<file path="config.mk">
export PLATFORM = sky130hd
export DESIGN_NAME = fetch_unit
export DESIGN_NICKNAME = d
export VERILOG_FILES = /design/src/rtl/core_pkg.sv /design/src/rtl/fetch_out_buf.sv /design/src/rtl/fetch_unit.sv
export SDC_FILE = /design/constraint.sdc
export NUM_CORES = 1
export LEC_CHECK = 0
export BUFFER_PORTS_ARGS = -buffer_cell sky130_fd_sc_hd__buf_4
export CORE_MARGIN = 2
export CORE_UTILIZATION = 30
export DETAILED_ROUTE_END_ITERATION = 12
export PLACE_DENSITY = 0.54
export SLEW_MARGIN = 20
export SYNTH_ARGS = -nofsm -noshare
export SYNTH_HDL_FRONTEND = slang
export SYNTH_SLANG_ARGS = --single-unit
</file>
<file path="constraint.sdc">
create_clock -name clk_i -period 2.8 [get_ports clk_i]
set_input_delay 0.42 -clock clk_i [delete_from_list [all_inputs] [get_ports clk_i]]
set_output_delay 0.42 -clock clk_i [all_outputs]
set_load 0.005 [all_outputs]
</file>
<file path="src/rtl/core_pkg.sv">
// core_pkg: shared opcode constants, next-pc select encoding and fetch FSM states
package core_pkg;
  localparam logic [31:0] NOP_INSTR = 32'h0000_0013;
  localparam logic [6:0] OP_R      = 7'h33;
  localparam logic [6:0] OP_LOAD   = 7'h03;
  localparam logic [6:0] OP_STORE  = 7'h23;
  localparam logic [6:0] OP_BRANCH = 7'h63;
  localparam logic [6:0] OP_IMM    = 7'h13;
  localparam logic [6:0] OP_JALR   = 7'h67;
  localparam logic [6:0] OP_JAL    = 7'h6f;
  localparam logic [6:0] OP_LUI    = 7'h37;
  typedef enum logic [1:0] {NPC_SEQ, NPC_BR, NPC_JAL, NPC_JALR} npc_sel_e;
  typedef enum logic [1:0] {S_REQ, S_WAIT, S_HOLD} fetch_state_e;
endpackage

</file>
<file path="src/rtl/fetch_out_buf.sv">
// fetch_out_buf: one-entry instruction/pc holding register presented to decode
module fetch_out_buf
  import core_pkg::*;
#(
  parameter int XLEN = 32,
  parameter logic [XLEN-1:0] RESET_PC = '0
) (
  input  logic            clk,
  input  logic            rst,
  input  logic            load,
  input  logic            clear,
  input  logic            consume,
  input  logic [XLEN-1:0] instr_in,
  input  logic [XLEN-1:0] pc_in,
  output logic            valid,
  output logic [XLEN-1:0] instr,
  output logic [XLEN-1:0] pc
);
  // clear beats load beats consume; data is only replaced on load so it stays stable while held
  always_ff @(posedge clk or posedge rst) begin
    if (rst) begin
      valid <= 1'b0;
      instr <= XLEN'(NOP_INSTR);
      pc    <= RESET_PC;
    end else if (clear) begin
      valid <= 1'b0;
    end else if (load) begin
      valid <= 1'b1;
      instr <= instr_in;
      pc    <= pc_in;
    end else if (consume) begin
      valid <= 1'b0;
    end
  end
endmodule

</file>
<file path="src/rtl/fetch_unit.sv">
// fetch_unit: program counter, single-outstanding imem fetch FSM and redirect handling
module fetch_unit
  import core_pkg::*;
#(
  parameter int XLEN = 32,
  parameter logic [XLEN-1:0] RESET_PC = '0
) (
  input  logic            clk_i,
  input  logic            rst_i,
  input  logic            redirect_valid_i,
  input  logic [1:0]      nextpcsel_i,
  input  logic            branch_taken_i,
  input  logic [XLEN-1:0] target_i,
  output logic            imem_req_o,
  output logic [XLEN-1:0] imem_addr_o,
  input  logic            imem_gnt_i,
  input  logic            imem_rvalid_i,
  input  logic [XLEN-1:0] imem_rdata_i,
  output logic            instr_valid_o,
  output logic [XLEN-1:0] instr_o,
  output logic [XLEN-1:0] pc_o,
  output logic [6:0]      opcodes_o,
  input  logic            instr_ready_i,
  output logic            misalign_o
);
  fetch_state_e state_q, state_d;
  npc_sel_e sel;
  logic [XLEN-1:0] pc_q, pc_d, eff, tgt;
  logic taken, load, discard_q, discard_d;
  assign sel = npc_sel_e'(nextpcsel_i);
  assign taken = redirect_valid_i & (sel == NPC_JAL | sel == NPC_JALR | (sel == NPC_BR & branch_taken_i));
  assign eff = sel == NPC_JALR ? {target_i[XLEN-1:1], 1'b0} : target_i;
  assign tgt = {eff[XLEN-1:2], 2'b00};
  assign load = state_q == S_WAIT & imem_rvalid_i & ~discard_q & ~taken;
  assign imem_req_o = state_q == S_REQ & ~rst_i;
  assign imem_addr_o = pc_q;
  assign opcodes_o = instr_o[6:0];

  fetch_out_buf #(.XLEN(XLEN), .RESET_PC(RESET_PC)) u_buf (
    .clk(clk_i), .rst(rst_i), .load(load), .clear(taken),
    .consume(instr_ready_i), .instr_in(imem_rdata_i), .pc_in(pc_q),
    .valid(instr_valid_o), .instr(instr_o), .pc(pc_o)
  );

  // next state / pc: a taken redirect wins; a response still owed to memory is marked for discard
  always_comb begin
    state_d = state_q;
    pc_d = pc_q;
    discard_d = discard_q;
    if (taken) begin
      pc_d = tgt;
      discard_d = (state_q == S_WAIT & ~imem_rvalid_i) | (state_q == S_REQ & imem_gnt_i);
      state_d = discard_d ? S_WAIT : S_REQ;
    end else if (state_q == S_REQ) begin
      state_d = imem_gnt_i ? S_WAIT : S_REQ;
    end else if (state_q == S_WAIT & imem_rvalid_i) begin
      discard_d = 1'b0;
      pc_d = discard_q ? pc_q : pc_q + XLEN'(4);
      state_d = discard_q | instr_ready_i ? S_REQ : S_HOLD;
    end else if (state_q == S_HOLD & instr_ready_i) begin
      state_d = S_REQ;
    end
  end

  // state, pc, discard flag and the registered misalignment pulse
  always_ff @(posedge clk_i or posedge rst_i) begin
    if (rst_i) begin
      state_q <= S_REQ;
      pc_q <= RESET_PC;
      discard_q <= 1'b0;
      misalign_o <= 1'b0;
    end else begin
      state_q <= state_d;
      pc_q <= pc_d;
      discard_q <= discard_d;
      misalign_o <= taken & eff[1];
    end
  end
endmodule
</file>
==> qor.yml <==
io_buffers: 173
diodes: 0
hold_viol_final: 0
postCtsResizedCells: 0
crit_type: "flop to flop"
finalNonFillerCells: 727
grt.overflow.total: 0
use_met2: 0.2266
status: "finished, final reports clean"
grt_setup_unrepaired: "false"
critPathMostFrequentCell: "or4_1"
cp_num_buf_inv: 0
netlist.top_cell.by_area: "dfrtp_1"
clock_latency_ns: 0.34
areaGrowthSynthToFinish_pct: 39.55
antenna_found_initial: 0
clk_pin_slew_ns: 0.06
first_iter_violations: 280
syn_area_per_cell_um2: 11.75
rr_worst_depth: 4
maxSlewHeadroom: 0.5090
placed_cells: 711
ir_worst_vdd_v: 0.0004030
holdBufCountCts: 0
grt_max_degree: 39
synth_area_leaders: "dfrtp_1 (54%), mux2_2 (16%), or4_1 (2.7%)"
clock-sinks: 97
grt_util_all_layers: 0.1445
yosys_warnings: 0
grt_pass1_vias: 3511
tns_ns: 0
initial_core_util: 0.3038
fin_util: 0.4239
synth_ff_type: "dfrtp_1"
power_leakage_uw: 0.002682
fmax_ghz: 0.4281
coreArea_um2: 14420
dieArea_um2: 15590
crit_path_top_delay_cell: "or4_1"
clock_skew_ns: 0.006814
crit_chain: "nand3b_1 > or4_1 > or4_1 > a31oi_1"
htreeDepth: 3
cp-end-kind: "flop"
finalCritPeriodShare: 0.8342
die_x_um: 124.9
power.density_nw_per_um2: 886.4
ys_types: 39
async_reset_ff_frac: 1.000
grtUsageMet3: 0.04253
synth.top_cell.area_share: 0.5368
worstMarginPinSlew_ns: 0.7265
routedWlPerCell_um: 15.32
drcViolationCount: 0
clock_path_buffers: 2
r2r_setup_slack_ns: 0.46
post_cts_buffers: 0
rows: 44
cts-root-buf: "clkbuf_16"
crit_required_ns: 3.06
numCtsBuffers: 9
synth_seq_cells: 97
reg2reg_to: "imem_addr_o[31]$_DFFE_PP0P_"
yosysSeqAreaShare: 0.5548
crit_arrival_ns: 2.60
reg2reg_from: "state_q[1]$_DFFE_PP0P_"
path_delay_family: "simple AND/OR/NAND/NOR gates"
slew_viol_final: 0
max_stage_delay_ns: 0.76
hold_path.class: "primary input to asynchronous set/reset pin"
setup_viol: 0
groute.layer.met1.usage: 0.1894
vias_per_cell: 4.802
die_h_um: 124.9
syn_area_um2: 4382
min_period_ns: 2.336
grt.busiest_layer: "met2"
place.gp.congestion: 0.7177
grt_pass1_wl_mm: 18.09
cp_max_fo: 10
ant_nets: 0
via_count: 3491
place_hpwl_mm: 8.257
cts_tree: "done"
wirelength_mm: 11.14
drive_gt1_frac: 0.4862
cap_violations: 0
drt-pass1-iter-count: 4
io_pins: 179
postSynthCellCount: 373
worst_setup_path_start_kind: "flop"
nets: 612
synth_edf_count: 0
-- state kept, by name, summed over array words and instances (netlist names) --
name	count
discard_q	1
imem_addr_o	30
misalign_o	1
state_q	2
u_buf.instr	32
u_buf.pc	30
u_buf.valid	1
-- layer usage --
metal	routed length [um]	share of wire	up-vias
li1	-	-	1680
met1	4939	0.44	1682
met5	0	0	-
met3	802	0.072	12
met2	5226	0.47	117
met4	171	0.015	0
-- stage by stage --
step	area [um2]	total power (uW)	setup WS, ns	hold slack (ns)
after global placement	5839	4280	0.5020	0.4918
after detailed placement	5839	4339	0.4533	0.4962
final	6115	5420	0.4641	0.1329
after floorplan	4397	3223	0.6101	0.5055
after global routing	6115	5795	0.3256	0.1731
after CTS	6115	5521	0.4441	0.1451
-- Yosys cell counts, types with 2 or more instances --
library cell	instances
nand2b_1	2
xnor2_1	9
nor4_1	4
xor2_1	2
dfrtp_1	94
a31oi_1	19
mux2_2	62
o21ai_0	17
inv_1	4
and3_1	2
or3_1	8
dfstp_2	3
buf_4	11
and4_1	3
o31ai_1	14
nand2_1	27
or4_1	16
nor2_1	22
clkbuf_1	16
a21oi_1	3
nand4_1	8
nand3_1	7
buf_6	2
nor3_1	3
-- power breakdown --
part / total, uW / internal, uW / switching (uW)
clock network: 1150 / 647 / 506
registers: 2360 / 1960 / 399
logic: 1910 / 1260 / 645
-- how the worst max path moves through the flow --
stage | start | end | slack, ns | cells past startpoint
floorplan | state_q[1]$_DFFE_PP0P_ | imem_addr_o[26]$_DFFE_PP0P_ | 0.61 | 7
global placement | state_q[1]$_DFFE_PP0P_ | imem_addr_o[25]$_DFFE_PP0P_ | 0.50 | 4
detailed placement | state_q[1]$_DFFE_PP0P_ | imem_addr_o[31]$_DFFE_PP0P_ | 0.45 | 4
CTS | state_q[1]$_DFFE_PP0P_ | imem_addr_o[25]$_DFFE_PP0P_ | 0.44 | 4
global route | state_q[1]$_DFFE_PP0P_ | imem_addr_o[29]$_DFFE_PP0P_ | 0.33 | 4
finish | state_q[1]$_DFFE_PP0P_ | imem_addr_o[31]$_DFFE_PP0P_ | 0.46 | 4
-- worst register-to-register path, cell delays in order, from the launching register on --
cell and delay (ns):
dfrtp_1 0.47, nand3b_1 0.32, or4_1 0.76, or4_1 0.52
a31oi_1 0.18
-- kinds of logic after synthesis --
logic type | count (synthesis) | synth area share
AOI/OAI and AO/OA | 56 | 0.07938
xor gates and xnor gates | 11 | 0.02199
adders and majority gates | 1 | 0.002855
buffers and inverters | 35 | 0.04312
DFF | 97 | 0.5548
muxes | 63 | 0.1616
other | 1 | 0.0008558
and+or+nand+nor | 109 | 0.1354
-- final cells by class --
class	count	area [um2]
Clock buffer	13	260.3
Clock inverter	3	15.01
Fill cell	1425	8309
Inverter	4	18.77
Multi-Input combinational cell	244	1780
Sequential cell	97	2431
Tap cell	184	230.2
Timing Repair Buffer	182	1379
-- placed cells by master, fill, tap and decap left out, types with 4 or more instances in the layout --
cell type,instances
buf_4,181
dfrtp_1,94
mux2_2,62
nand2_1,27
nor2_1,21
a31oi_1,19
o21ai_0,17
or4_1,16
o31ai_1,14
xnor2_1,9
clkbuf_16,9
nand4_1,8
or3_1,8
nand3_1,7
nor4_1,4
conb_1,4
(Power assumes the default switching activity.)
